File: src/rtl/multicycle_control.sv
// multicycle_control: FSM sequencing fetch/decode/execute/memory/writeback for an RV32I subset datapath
module multicycle_control #(
  parameter int ALUOP_W = 3,
  parameter int MAX_WAIT = 15,
  parameter bit EXT_BRANCH = 1'b1
) (
  input  logic               clk,
  input  logic               rst_n,
  input  logic [6:0]         opcode,
  input  logic [2:0]         funct3,
  input  logic               mem_ready,
  input  logic               alu_zero,
  input  logic               alu_lt,
  input  logic               alu_ltu,
  output logic               instr_req,
  output logic               ir_write,
  output logic               pc_write,
  output logic               pc_src,
  output logic               mem_read,
  output logic               mem_write,
  output logic               reg_write,
  output logic               write_src,
  output logic               alu_src,
  output logic [ALUOP_W-1:0] alu_op,
  output logic               illegal,
  output logic               timeout,
  output logic [2:0]         state
);
  typedef enum logic [2:0] {IDLE, FETCH, DECODE, EXEC, MEM, WB, TRAP} state_t;
  localparam int CW = $clog2(MAX_WAIT + 1);
  localparam logic [6:0] OP_LD = 7'b0000011;
  localparam logic [6:0] OP_ST = 7'b0100011;
  localparam logic [6:0] OP_R  = 7'b0110011;
  localparam logic [6:0] OP_I  = 7'b0010011;
  localparam logic [6:0] OP_BR = 7'b1100011;
  state_t st;
  logic [CW-1:0] cnt;
  logic [6:0] op_q;
  logic [2:0] f3_q;
  logic mem_phase, wait_out, legal, ld, sto, br, rt, taken;
  assign mem_phase = st == FETCH || st == MEM;
  // this low cycle is the MAX_WAIT-th consecutive one; a same-cycle ready still wins
  assign wait_out = !mem_ready && cnt == CW'(MAX_WAIT - 1);
  assign legal = opcode == OP_LD || opcode == OP_ST || opcode == OP_R || opcode == OP_I ||
                 (opcode == OP_BR && (funct3[2:1] == 2'b00 || (EXT_BRANCH && funct3[2])));
  assign ld  = op_q == OP_LD;
  assign sto = op_q == OP_ST;
  assign br  = op_q == OP_BR;
  assign rt  = op_q == OP_R;
  assign taken = (f3_q[2] ? (f3_q[1] ? alu_ltu : alu_lt) : alu_zero) ^ f3_q[0];
  always_ff @(posedge clk or negedge rst_n) begin
    if (!rst_n) begin
      st <= IDLE;
      cnt <= '0;
      op_q <= '0;
      f3_q <= '0;
      illegal <= 1'b0;
      timeout <= 1'b0;
    end else begin
      cnt <= (mem_phase && !mem_ready) ? cnt + CW'(1) : '0;
      case (st)
        IDLE: st <= FETCH;
        FETCH: begin
          if (mem_ready) st <= DECODE;
          else if (wait_out) begin
            st <= TRAP;
            timeout <= 1'b1;
          end
        end
        DECODE: begin
          op_q <= opcode;
          f3_q <= funct3;
          if (legal) st <= EXEC;
          else begin
            st <= TRAP;
            illegal <= 1'b1;
          end
        end
        EXEC: st <= (ld || sto) ? MEM : br ? FETCH : WB;
        MEM: begin
          if (mem_ready) st <= ld ? WB : FETCH;
          else if (wait_out) begin
            st <= TRAP;
            timeout <= 1'b1;
          end
        end
        WB: st <= FETCH;
        default: st <= TRAP;
      endcase
    end
  end
  assign state     = st;
  assign instr_req = st == FETCH;
  assign ir_write  = st == FETCH && mem_ready;
  assign pc_src    = st == EXEC && br && taken;
  assign pc_write  = ir_write || pc_src;
  assign mem_read  = st == MEM && ld;
  assign mem_write = st == MEM && sto;
  assign reg_write = st == WB;
  assign write_src = st == WB && ld;
  assign alu_src   = (st == EXEC && !br && !rt) || st == MEM;
  assign alu_op    = st != EXEC ? '0 : br ? ALUOP_W'(1) : rt ? ALUOP_W'(2) : (ld || sto) ? '0 : ALUOP_W'(3);
endmodule

File: config.mk
export PLATFORM = sky130hd
export DESIGN_NAME = multicycle_control
export DESIGN_NICKNAME = d
export VERILOG_FILES = /design/src/rtl/multicycle_control.sv
export SDC_FILE = /design/constraint.sdc
export NUM_CORES = 1
export LEC_CHECK = 0
export CORE_ASPECT_RATIO = 2
export CORE_MARGIN = 5
export CORE_UTILIZATION = 35
export DETAILED_ROUTE_END_ITERATION = 16
export DONT_BUFFER_PORTS = 1
export PLACE_DENSITY = 0.61
export REMOVE_ABC_BUFFERS = 1
export SYNTH_ARGS = -nofsm -noshare
export SYNTH_HDL_FRONTEND = slang
export SYNTH_SLANG_ARGS = --single-unit
File: constraint.sdc
create_clock -name clk -period 4.3 [get_ports clk]
set_input_delay 0.86 -clock clk [delete_from_list [all_inputs] [get_ports clk]]
set_output_delay 0.86 -clock clk [all_outputs]
set_load 0.01 [all_outputs]
After elaboration in Yosys (flattened, before gate mapping). Index checks and enable logic that the tools add are counted.

Equal/unequal tests: 16. Mux-type cells: 15. Reductions and logical operators: 29. Add/subtract/negate cells: 1. Bitwise gates (word level): 3.

Operators by type and width (count): $eq 7x6->1 const B (4); $mux 3 (7); $pmux 3 s5 (1); $eq 7x2->1 const B (2); $eq 7x7->1 const B (2); $logic_and 1x1->1 (11); $logic_or 1x1->1 (9); $mux 2 (4); $eq 7x5->1 const B (1); $eq 3x2->1 const B (2); $eq 3x3->1 const B (2); $add 4x1->4 const B (1); $eq 4x4->1 const B (1); $mux 4 (1); $reduce_or 2->1 (2); $eq 3x1->1 const B (1); $logic_not 1->1 (3); $logic_not 3->1 (1); $ne 3x2->1 const B (1); $reduce_and 3->1 (1); $logic_not 2->1 (1); $mux 1 (2); $not 1->1 (2); $reduce_and 2->1 (1); $xor 1x1->1 (1).

Register bits after elaboration: 19. Input bits: 16. Logic and storage cells: 70.

Depth between registers and ports, before layout. Gate-level depths: netlist of the first run.

Depth in word-level cells: 7. Mapped depth: 6. Gate-level depth less buffers: 6.

Least setup slack after synthesis of the first run. No wires, ideal clock.

Kind: input -> output. Start: input alu_ltu. End: output pc_write. Stages on the path: 4. Path slack: 1972 ps. Arrival: 1468 ps. Path through: mux2i_1 -> a21oi_1 -> xor2_1 -> a41o_1.

Word-level cells in the longest chain between the ends: 5.

RTL lines: start, declared (RTL line 14) `input logic alu_ltu,`; $mux 1 (2 in series) (RTL line 50) `assign taken = (f3_q[2] ? (f3_q[1] ? alu_ltu : alu_lt) : alu_zero) ^ f3_q[0];`; $xor 1x1->1 (RTL line 50); $logic_and 1x1->1 (RTL line 95) `assign pc_src = st == EXEC && br && taken;`; $logic_or 1x1->1 (RTL line 96) `assign pc_write = ir_write || pc_src;`; end, declared (RTL line 17) `output logic pc_write,`.

Every way passes these cells.

Worst setup path after layout of the first run.
Start: register st[0], in the netlist state[0]. End: output pc_write.

Elaborated cells on any way between the ends: 6. Those cells by class: 2 x eq/ne; 4 x reduce/logical.

RTL lines: start, declared (RTL line 36) `state_t st;`; start signal, assigned (RTL line 79) `EXEC: st <= (ld || sto) ? MEM : br ? FETCH : WB;`; start signal, assigned (RTL line 81) `if (mem_ready) st <= ld ? WB : FETCH;`; $eq 3x1->1; named net instr_req (RTL line 15) `output logic instr_req,`; $logic_and 1x1->1 (RTL line 94) `assign ir_write = st == FETCH && mem_ready;`; named net ir_write (RTL line 16) `output logic ir_write,`; $logic_or 1x1->1 (RTL line 96).

The timed path passes the listed nets, and every way through them passes these cells.

==> results.py, run 1 <==
metrics = {
    "timing": {
        "fin_crit_sh": 0.6703,
        "slew_headroom": 0.3947,
        "fin_worst_skew_ns": 0.003405,
        "tightest_slew_ns": 0.9031,
        "fin_crit_ns": 2.882,
        "setup_viol": 0,
        "drv_slew": 0,
        "max_freq_mhz": 346.9,
        "setup_tns_ns": 0,
        "hold_violations": 0,
        "grt_setup_unrepaired": "false",
    },
    "logic_synthesis": {
        "synth.distinct_cells": 36,
        "ys_ff_latch": 19,
        "synthCells": 107,
        "avgSynthCellArea_um2": 10.17,
        "ys_seq_area_frac": 0.4368,
        "yosysWarnings": 0,
        "syn-cell-area_um2": 1089,
    },
    "floorplanning": {
        "dieArea_um2": 4393,
        "io_pins": 33,
        "start_util": 0.3655,
        "die_x_um": 49.44,
        "core_um2": 2978,
        "rows": 28,
        "fp.dieH_um": 88.87,
    },
    "critical_path": {
        "required_ns": 3.44,
        "crit_path_end_kind": "primary output",
        "cp-start-kind": "register",
        "crit_type": "reg2out",
        "crit_fanout": 14,
        "arrival_ns": 2.02,
    },
    "grt": {
        "grt_pass1_vias": 785,
        "grt-ovfl-total": 0,
        "antenna_found_initial": 0,
        "grt_pass1_wl_um": 3781,
        "grt_max_degree": 20,
        "grtUsageTotal": 0.1109,
    },
    "finish": {
        "final_net_count": 125,
        "seqCellArea_um2": 475.5,
        "area_delta_synth_final_pct": 4.943,
        "filler_cell_count": 288,
        "drive_gt1_frac": 0.1981,
        "stdcell_area_um2": 1142,
        "n_antenna_cell": 0,
        "final_cells": 136,
        "multi_input_area_um2": 568.0,
    },
    "pwr": {
        "p_leak_nw": 0.5556,
        "total_power_mw": 0.3058,
        "max-vdd-ir-drop_v": 0.0001655,
        "power_density_nw_per_um2": 267.7,
    },
    "cts": {
        "cts_resized": 0,
        "cts_tree": "done",
        "htree_levels": 1,
        "clockBufferDepth": 2,
        "cts.sinks": 19,
        "cts_inserted_buffers": 3,
        "cts.clk_slew.worst_paths_ns": 0.07,
        "clkLatencyLatePin_ns": 0.25,
        "post_cts_buffers": 0,
        "root_buffer": "clkbuf_8",
        "cts_hold_buf": 0,
    },
    "placed_design": {
        "dp_hpwl_um": 1823,
        "dp.cells": 132,
        "port_buffers": 0,
        "placed_area_um2": 1096,
        "finalWeightedCongestion": 0.7599,
    },
    "route": {
        "firstDrtPassIters": 4,
        "vias_per_cell": 5.743,
        "drt_iter0_drc": 26,
        "vias": 781,
        "drc_errors": 0,
        "drt-total-wl_um": 2275,
        "ant_nets": 0,
        "wl_per_cell_um": 16.73,
    },
    "run": {
        "maxCapViolations": 0,
    },
    "run_status": {
        "outcome": "finished, final reports clean",
    },
    "min_path": {
        "min-delay-path-class": "in2async",
    },
}
[sequential cells by signal (all words and copies together), names as in the netlist]
name / cells
cnt: 4
f3_q: 3
illegal: 1
op_q: 7
state: 3
timeout: 1
[worst paths after layout]
| path | startpoint | endpoint | slack [ns] | cells past startpoint |
|---|---|---|---|---|
| min in group clk | cnt[0]$_DFF_PN0_ | cnt[0]$_DFF_PN0_ | 0.51 | 1 |
| max in group asynchronous | rst_n | state[1]$_DFF_PN0_ | 3.93 | 0 |
| setup / recovery | state[0]$_DFF_PN0_ | pc_write | 1.42 | 3 |
| hold reg to reg | cnt[0]$_DFF_PN0_ | cnt[0]$_DFF_PN0_ | 0.51 | 1 |
| setup reg to reg | state[1]$_DFF_PN0_ | op_q[6]$_DFFE_PN0N_ | 2.30 | 3 |
| hold / removal | rst_n | op_q[2]$_DFFE_PN0N_ | 0.29 | 0 |
[through the flow]
stage          utilization  hold slack, ns  setup slack [ns]
2_1_floorplan            -          0.4530             1.972
3_5_place_dp        0.3681          0.4900             1.704
4_1_cts             0.3836          0.2837             1.409
3_3_place_gp        0.3681          0.4666             1.732
6_report            0.3836          0.2923             1.418
5_1_grt             0.3836          0.2768             1.268
[routing by layer]
layer | up-vias | global-route usage | wire (um)
met5 | - | 0 | 0
met4 | 0 | 0.06683 | 68
met1 | 374 | 0.1130 | 804
met3 | 7 | 0.03541 | 212
li1 | 367 | - | -
met2 | 33 | 0.1939 | 1190
[cell type report]
cell class | count | area share
Multi-Input combinational cell | 79 | 0.4973
Sequential cell | 19 | 0.4162
Clock buffer | 3 | 0.03614
Tap cell | 30 | 0.03286
Inverter | 4 | 0.01314
Clock inverter | 1 | 0.004381
[worst max-delay path: stages (launching register included)]
cell	delay, ns
dfrtp_1	0.66
nor3b_1	0.63
and2_1	0.30
a41o_1	0.17
[Yosys cell counts]
cell	count	area share
buf_2	3	0.014
ha_1	2	0.023
nand2_1	8	0.028
and4_1	1	0.0080
xnor2_1	2	0.016
nor3b_1	1	0.0069
xor2_1	3	0.024
a311o_2	1	0.010
and3b_1	1	0.0080
and4b_1	1	0.0092
a21o_1	2	0.014
nand2b_1	1	0.0058
and2b_2	1	0.0080
o21ai_0	4	0.018
a31o_2	1	0.0080
nand4bb_4	1	0.025
a31oi_1	1	0.0058
a21oi_1	3	0.014
inv_1	4	0.014
nand4_1	2	0.011
mux2_2	10	0.10
and3_1	1	0.0058
nor2_1	14	0.048
mux2i_1	1	0.0092
nor3_1	3	0.014
nand3_1	1	0.0046
nor3_2	2	0.018
buf_4	2	0.014
or4_4	1	0.010
dfrtp_1	19	0.44
a41o_1	1	0.0092
and2_1	1	0.0058
conb_1	1	0.0034
o221ai_1	1	0.0080
nor2b_1	5	0.029
a221o_1	1	0.0092
[logic make-up after synthesis]
family | after synthesis | synth area share
compound gates | 15 | 0.09655
xor+xnor | 5 | 0.04024
fa+ha+maj | 2 | 0.02298
buf+inv | 9 | 0.04137
flops | 19 | 0.4368
mux | 11 | 0.1126
other cells | 1 | 0.003445
simple gates | 45 | 0.2460
[cells in the final DEF, fill, tap and decap left out]
master	netlist	routed
dfrtp_1	19	19
nor2_1	14	14
mux2_2	10	10
nand2_1	8	8
nor2b_1	5	5
inv_1	4	4
o21ai_0	4	4
nor3_1	3	3
a21oi_1	3	3
xor2_1	3	3
clkbuf_8	0	3
nor3_2	2	2
nand4_1	2	2
xnor2_1	2	2
a21o_1	2	2
ha_1	2	2
nor3b_1	1	1
nand4bb_4	1	1
nand2b_1	1	1
a31oi_1	1	1
a221o_1	1	1
o221ai_1	1	1
and4b_1	1	1
a31o_2	1	1
nand3_1	1	1
or4_4	1	1
a311o_2	1	1
and2_1	1	1
mux2i_1	1	1
and3b_1	1	1
a41o_1	1	1
and4_1	1	1
and3_1	1	1
and2b_2	1	1
conb_1	1	1
clkinv_2	0	1
[where the power goes]
group	total, mW	internal, mW	switching, mW
combinational	0.00506	0.00221	0.00285
sequential	0.179	0.179	0
clock	0.122	0.0643	0.0578
(Power assumes the default switching activity.)
==> run 2: changes to the inputs <==
Settings changed: PLACE_DENSITY 0.61 to 0.63.
Clock period 4.3 ns to 2.4 ns, I/O delays scaled along.
==> results.py, run 2 (synthesis results as in run 1) <==
metrics = {
    "cts": {
        "cts_tree": "done",
        "cts.sinks": 19,
        "post_cts_buffers": 0,
        "clkLatencyLatePin_ns": 0.25,
        "cts_inserted_buffers": 3,
        "clockBufferDepth": 2,
        "cts.clk_slew.worst_paths_ns": 0.07,
        "root_buffer": "clkbuf_8",
        "htree_levels": 1,
    },
    "timing": {
        "fin_crit_sh": 0.8665,
        "hold_violations": 0,
        "fin_worst_skew_ns": 0.001887,
        "max_freq_mhz": 480.9,
        "tightest_slew_ns": 0.8339,
        "holdWs_ns": 0.3804,
        "drv_slew": 0,
        "grt_setup_unrepaired": "false",
        "setup_tns_ns": 0,
        "fin_crit_ns": 2.080,
        "setup_viol": 0,
        "fin_ws_ns": 0.3204,
        "slew_headroom": 0.4422,
    },
    "pwr": {
        "switching_share": 0.1938,
        "switchingPower_mw": 0.1065,
        "total_power_mw": 0.5492,
        "power_density_nw_per_um2": 465.0,
        "pwr-share-clk": 0.388,
        "p_leak_nw": 0.5788,
        "max-vdd-ir-drop_v": 0.0003617,
        "seqPwrFrac": 0.583,
        "p_int_mw": 0.4428,
        "p_comb_frac": 0.029,
    },
    "route": {
        "wl_per_cell_um": 17.33,
        "drt-total-wl_um": 2443,
        "vias": 810,
        "drt_iter0_drc": 16,
        "drc_errors": 0,
        "ant_nets": 0,
        "vias_per_cell": 5.745,
        "firstDrtPassIters": 4,
    },
    "critical_path": {
        "cp-start-kind": "register",
        "required_ns": 1.92,
        "rrSetupSlack_ns": 0.80,
        "crit_path_end_kind": "primary output",
        "reg2reg_depth": 5,
        "crit_fanout": 6,
        "arrival_ns": 1.60,
        "crit_type": "reg2out",
        "r2r-end": "state[2]$_DFF_PN0_",
        "r2r_start": "state[2]$_DFF_PN0_",
    },
    "finish": {
        "top_register": "op_q",
        "n_antenna_cell": 0,
        "final_net_count": 130,
        "largest_reg_flops": 7,
        "multi_input_area_um2": 568.0,
        "layout_commonest_cell": "dfrtp_1",
        "area_delta_synth_final_pct": 8.505,
        "top_regs": "op_q (7), cnt (4)",
        "drive_gt1_frac": 0.2162,
        "final_cells": 141,
        "seqCellArea_um2": 475.5,
        "layout_common_cells": "19 x dfrtp_1, 14 x nor2_1, 10 x mux2_2",
        "filler_cell_count": 307,
        "utilization": 0.3966,
        "stdcell_area_um2": 1181,
    },
    "floorplanning": {
        "start_util": 0.3655,
        "fp.dieH_um": 88.87,
        "dieArea_um2": 4393,
        "rows": 28,
        "core_um2": 2978,
        "io_pins": 33,
        "die_x_um": 49.44,
    },
    "min_path": {
        "hold_depth": 1,
        "hp-start": "opcode[2]",
        "min_to": "op_q[2]$_DFFE_PN0N_",
        "min-delay-path-class": "in2reg",
    },
    "grt": {
        "grt_max_degree": 20,
        "grt_pass1_vias": 836,
        "grt_pass1_wl_um": 4057,
        "grt-ovfl-total": 0,
        "antenna_found_initial": 0,
        "grtUsageTotal": 0.1181,
    },
    "run_status": {
        "outcome": "finished, final reports clean",
    },
    "placed_design": {
        "dp_hpwl_um": 2023,
        "placed_area_um2": 1126,
        "post-place-ws_ns": 0.5878,
        "finalWeightedCongestion": 0.7335,
        "port_buffers": 0,
        "dp.cells": 136,
    },
    "run": {
        "maxCapViolations": 0,
    },
}
==> run 2: changes by cell type in the layout (fill, tap and decap cells not counted) <==
cell	previous run	this run
clkinv_2	1	0
clkbuf_1	0	1
dlygate4sd3_1	0	1
buf_4	0	4
==> run 2: repair_timing <==
item	4_1_cts	5_1_grt
gates resized for setup	0	0
endpoints found under the hold margin	19	0
hold buffers	1	0
==> run 2: critical path, cell delays in order (launching register included) <==
cell and delay (ns):
dfrtp_1 0.38, nand4bb_4 0.27, or4_4 0.45, and2b_2 0.25
==> run 2: final cells by class <==
cell class,instances,area share
repair buffers,5,0.03390
clock buffers,4,0.03814
flip-flops and latches,19,0.4025
inverters,4,0.01271
well taps,30,0.03178
multi-input cells,79,0.4809
==> run 2: how the worst max path moves through the flow <==
stage	start	to	depth (start not counted)
after detailed placement	op_q[2]$_DFFE_PN0N_	write_src	3
after global placement	op_q[2]$_DFFE_PN0N_	write_src	3
after floorplan	state[0]$_DFF_PN0_	pc_write	3
after CTS	op_q[2]$_DFFE_PN0N_	write_src	3
final	op_q[2]$_DFFE_PN0N_	write_src	3
after global routing	state[1]$_DFF_PN0_	alu_src	4
==> run 2: per-layer routing <==
| layer | GRT usage | wire length, um | share of wire |
|---|---|---|---|
| met1 | 0.1255 | 866 | 0.35 |
| met2 | 0.2174 | 1358 | 0.56 |
| met3 | 0.03373 | 191 | 0.078 |
| met4 | 0.04296 | 25 | 0.010 |
| met5 | 0 | 0 | 0 |
==> run 2: power by group through the flow <==
stage	Combinational [mW]	Sequential, mW	Clock (mW)
final	0.0159	0.320	0.213
after global routing	0.0184	0.320	0.236
after CTS	0.0166	0.320	0.221
after detailed placement	0.00914	0.326	0
after global placement	0.00890	0.326	0
after floorplan	0.00736	0.326	0
==> run 3: changes to the inputs <==
Settings changed: ABC_AREA set to 1, CORE_MARGIN 5 to not set, REMOVE_ABC_BUFFERS 1 to not set.
==> results.py, run 3 <==
metrics = {
    "run_status": {
        "outcome": "finished, final reports clean",
    },
    "finish": {
        "final_net_count": 161,
        "final_cells": 171,
        "top_register": "op_q",
        "drive_gt1_frac": 0.1056,
        "layout_commonest_cell": "nand2_1",
        "filler_cell_count": 299,
        "layout_common_cells": "36 x nand2_1, 19 x dfrtp_1, 18 x inv_1",
        "multi_input_area_um2": 466.7,
        "top_regs": "op_q (7), cnt (4)",
        "area_delta_synth_final_pct": 7.288,
        "stdcell_area_um2": 1124,
        "n_antenna_cell": 0,
        "seqCellArea_um2": 475.5,
        "largest_reg_flops": 7,
    },
    "route": {
        "wl_per_cell_um": 13.49,
        "drt_iter0_drc": 23,
        "drt-total-wl_um": 2307,
        "vias_per_cell": 5.181,
        "drc_errors": 0,
        "firstDrtPassIters": 5,
        "ant_nets": 0,
        "vias": 886,
    },
    "pwr": {
        "max-vdd-ir-drop_v": 0.0003859,
        "power_density_nw_per_um2": 1169,
        "switching_share": 0.4457,
        "p_comb_frac": 0.401,
        "switchingPower_mw": 0.5857,
        "p_leak_nw": 0.5692,
        "p_int_mw": 0.7282,
        "seqPwrFrac": 0.432,
        "pwr-share-clk": 0.166,
    },
    "timing": {
        "fin_crit_sh": 0.8694,
        "slew_headroom": 0.4052,
        "fin_worst_skew_ns": 0.002805,
        "setup_viol": 0,
        "tightest_slew_ns": 0.8893,
        "max_freq_mhz": 479.3,
        "drv_slew": 0,
        "hold_violations": 0,
        "fin_crit_ns": 2.086,
        "fin_ws_ns": 0.3135,
        "setup_tns_ns": 0,
        "holdWs_ns": 0.3410,
        "grt_setup_unrepaired": "false",
    },
    "critical_path": {
        "crit_type": "reg2out",
        "crit_family": "simple AND/OR/NAND/NOR gates",
        "cp-start-kind": "register",
        "crit_path_end_kind": "primary output",
        "crit_fanout": 6,
        "path_cells": "inv_1 > nand3_2 > nor4_1",
        "r2r_start": "state[2]$_DFF_PN0_",
        "arrival_ns": 1.61,
        "critical_path.slowest_cell": "nor4_1",
        "required_ns": 1.92,
        "path_buf_inv": 1,
        "startpoint": "state[1]$_DFF_PN0_",
        "critPathMaxStageDelay_ns": 0.50,
    },
    "floorplanning": {
        "io_pins": 33,
        "die_x_um": 40.68,
        "rows": 27,
        "start_util": 0.3735,
        "core_um2": 2804,
        "fp.dieH_um": 79.36,
        "dieArea_um2": 3228,
    },
    "logic_synthesis": {
        "synth_edf_count": 0,
        "synthCells": 139,
        "yosys-top-cells-area": "dfrtp_1 45%, nand2_1 13%, inv_1 6.5%, nand3_1 5.7%, nor2_1 5.0%",
        "synthArstFlopShare": 1.000,
        "yosys.area.top_type": "dfrtp_1",
        "ys_seq_area_frac": 0.4540,
        "syn-cell-area_um2": 1047,
        "yosysWarnings": 0,
        "synth.distinct_cells": 24,
        "avgSynthCellArea_um2": 7.534,
        "synthMostInstantiatedCell": "nand2_1",
        "ys_ff_latch": 19,
        "syn-num-nets": 157,
        "synthFlopType": "dfrtp_1",
        "synth_top_area_frac": 0.4540,
        "synthTopCellsByCount": "36 x nand2_1, 19 x dfrtp_1, 18 x inv_1, 14 x nor2_1, 12 x nand3_1",
    },
    "grt": {
        "grt-ovfl-total": 0,
        "antenna_found_initial": 0,
        "grt_pass1_vias": 868,
        "grt_pass1_wl_um": 3519,
        "grt_max_degree": 20,
        "grtUsageTotal": 0.1585,
    },
    "cts": {
        "cts_resized": 0,
        "root_buffer": "clkbuf_8",
        "cts.clk_slew.worst_paths_ns": 0.07,
        "cts_tree": "done",
        "cts_inserted_buffers": 3,
        "clkLatencyLatePin_ns": 0.25,
        "cts.sinks": 19,
        "clockBufferDepth": 2,
        "htree_levels": 1,
    },
    "placed_design": {
        "post-place-ws_ns": 0.5801,
        "dp.cells": 166,
        "finalWeightedCongestion": 0.7518,
        "placed_area_um2": 1069,
        "dp_hpwl_um": 1810,
        "port_buffers": 0,
    },
    "min_path": {
        "hp-start": "opcode[0]",
        "min-delay-path-class": "in2reg",
    },
    "run": {
        "maxCapViolations": 0,
    },
}
## run 3: power groups by stage
stage | registers (mW) | clock network (mW) | logic (mW)
6_report | 0.568 | 0.219 | 0.527
5_1_grt | 0.588 | 0.244 | 0.619
4_1_cts | 0.567 | 0.228 | 0.539
3_5_place_dp | 0.573 | 0 | 0.528
3_3_place_gp | 0.563 | 0 | 0.510
2_1_floorplan | 0.547 | 0 | 0.441
## run 3: kinds of logic (layout without fill, tap and decap cells)
group,count (synthesis),in the layout,share of synthesized area
flip-flops,19,19,0.4540
XOR/XNOR,2,2,0.01673
other,1,1,0.003581
AND/OR/NAND/NOR,75,75,0.3322
adder cells (fa/ha/maj),2,2,0.02389
buffers and inverters,26,29,0.1003
AO/OA/AOI/OAI,14,14,0.06930
## run 3: per-layer routing
metal	track usage	routed length, um
met5	0	0
met1	0.1532	850
met2	0.2857	1299
met4	0.07000	42
met3	0.03631	115
## run 3: repair_timing
item	in CTS	in global routing
endpoints found under the hold margin	19	0
hold buffers	1	0
setup buffers	0	0
## run 3: worst reg2reg max path: stages (launching register included)
cell and delay (ns):
dfrtp_1 0.52, nor3_4 0.60, inv_2 0.18, nand2_1 0.09, o21ai_1 0.06
## run 3: path summary, 6_finish.rpt
kind                       depth (start not counted)  slack, ns                   to
min in group asynchronous                          1       0.80  op_q[4]$_DFFE_PN0N_
hold / removal                                     2       0.34  op_q[0]$_DFFE_PN0N_
hold reg to reg                                    2       0.49  op_q[0]$_DFFE_PN0N_
max in group asynchronous                          1       1.06   state[1]$_DFF_PN0_
setup / recovery                                   3       0.31            mem_write
setup reg to reg                                   4       0.83  f3_q[2]$_DFFE_PN0N_
## run 3: area by class of cell
class | count | area share
multi-input combinational | 94 | 0.4154
sequential | 19 | 0.4232
inverter | 24 | 0.08018
clock buffer | 4 | 0.04009
tap | 29 | 0.03229
timing repair buffer | 1 | 0.008909
## run 3: per-stage QoR
| step | util | total power [mW] |
|---|---|---|
| after floorplan | - | 0.9889 |
| after global placement | 0.3811 | 1.073 |
| after detailed placement | 0.3811 | 1.101 |
| after CTS | 0.4007 | 1.335 |
| after global routing | 0.4007 | 1.450 |
| final | 0.4007 | 1.314 |
==> RTL change (config.mk and constraints of run 2) <==
Set the parameter `EXT_BRANCH` to 1'b0 (it was 1'b1).
--- a/src/rtl/multicycle_control.sv
+++ b/src/rtl/multicycle_control.sv
@@ -4,3 +4,3 @@
   parameter int MAX_WAIT = 15,
-  parameter bit EXT_BRANCH = 1'b1
+  parameter bit EXT_BRANCH = 1'b0
 ) (
Function: changed (a bounded check fails within 4 cycles, from zero or initial values and one cycle with rst_n low).
==> RTL change against run 2 <==
Setup slack got worse by 0.13 ns; synthesized area down 5.6%; routed wire length down 4.3%; design area decreased by 5.3%; utilization decreased by 1.2 points; sequential cell count unchanged; largest cell class unchanged.
Power is not compared: it rests on default switching activity, and its combinational part moved more than twofold at a synthesized area within 25%.
==> RTL change: results (changes against run 2) <==
* Routed WL per cell at 17.07 um (was 17.33 um)
* 1st-iter DRT viols at 19 (was 16)
* Top post-synthesis cells by area: dfrtp_1 46%, mux2_2 9.9%, nor2_1 4.8% (was dfrtp_1 44%, mux2_2 10%, nor2_1 4.8%)
* Hpwl dp at 1885 um (was 2023 um)
* Vias per cell at 5.650 (was 5.745)
* CTS Hold Bufs at 1 (unchanged)
* Layout cell share with drive strength beyond 1 at 16.82% (was 21.62%)
* Grt met1 use at 12.62% (was 12.55%)
* Worst Path Max Fanout at 4 (was 6)
* Arr. time, crit path at 1.73 ns (was 1.60 ns)
* Worst-path clk slew at 0.06 ns
* Filler cell count at 306 (was 307)
* Seq/Total Area, Yosys at 46.29% (was 43.68%)
* Grt met2 use at 19.88% (was 21.74%)
* Number of global-route vias before repair at 850 (was 836)
* Max incr delay on CP at 0.51 ns (was 0.45 ns)
* Final Skew at 0.005453 ns (was 0.001887 ns)
* Status: complete, no violations (unchanged)
* Placed Cells at 132 (was 136)
* Post-Synthesis Cells at 103 (was 107)
* Worst slew pin tran at 0.8543 ns (was 0.8339 ns)
* # H-tree levels at 1 (unchanged)
* Via count at 774 (was 810)
* Slowest-stage cell, CP: or4_1 (was or4_4)
* Met3 WL post-DR at 197 um (was 191 um)
* Commonest cells post-synth: 19 x dfrtp_1, 13 x nor2_1, 9 x mux2_2 (was 19 x dfrtp_1, 14 x nor2_1, 10 x mux2_2)
* WL met1 at 870 um (was 866 um)
* Gpl congestion at 0.7933 (was 0.7335)
* GR Util met3 at 4.131% (was 3.373%)
* First-pass GRT wire length at 3905 um (was 4057 um)
* DR WL met2 at 1214 um (was 1358 um)
* Gr usage total at 11.87% (was 11.81%)
[RTL change: area by class of cell]
class | instances | share of cell area (%)
Multi-Input combinational cell | 77 | 46.20
Timing Repair Buffer | 4 | 2.908
Sequential cell | 19 | 42.51
Clock buffer | 4 | 4.027
Inverter | 3 | 1.007
Tap cell | 30 | 3.356
[RTL change: cells by family (layout without fill, tap and decap cells)]
family / Yosys count / after routing / share of synthesized area [%]
flip-flops: 19 / 19 / 46.29
AO/OA/AOI/OAI: 19 / 19 / 11.94
XOR/XNOR: 4 / 4 / 3.411
adder cells (fa/ha/maj): 2 / 2 / 2.436
multiplexers: 10 / 10 / 10.84
other: 1 / 1 / 0.3651
buffers and inverters: 7 / 11 / 3.409
AND/OR/NAND/NOR: 41 / 41 / 21.32
[RTL change: worst paths after layout]
path / from / end / cells past startpoint / slack (ns)
worst max register to register: state[1]$_DFF_PN0_ / op_q[1]$_DFFE_PN0N_ / 4 / 0.86
worst max-delay path: op_q[2]$_DFFE_PN0N_ / write_src / 3 / 0.19
max in group asynchronous: rst_n / op_q[0]$_DFFE_PN0N_ / 1 / 1.09
min in group asynchronous: rst_n / state[1]$_DFF_PN0_ / 1 / 0.77
worst min-delay path: opcode[5] / op_q[5]$_DFFE_PN0N_ / 2 / 0.36
worst min register to register: cnt[0]$_DFF_PN0_ / cnt[0]$_DFF_PN0_ / 1 / 0.50
[RTL change: metrics by stage]
| stage | total power (uW) | worst slack (ns) | cell area, um^2 |
|---|---|---|---|
| 6_report | 898.8 | 0.1878 | 1119 |
| 5_1_grt | 956.2 | 0.06072 | 1119 |
| 3_5_place_dp | 679.8 | 0.4545 | 1064 |
| 3_3_place_gp | 668.3 | 0.4722 | 1064 |
| 2_1_floorplan | 632.4 | 0.4373 | 1003 |
| 4_1_cts | 911.7 | 0.1620 | 1119 |
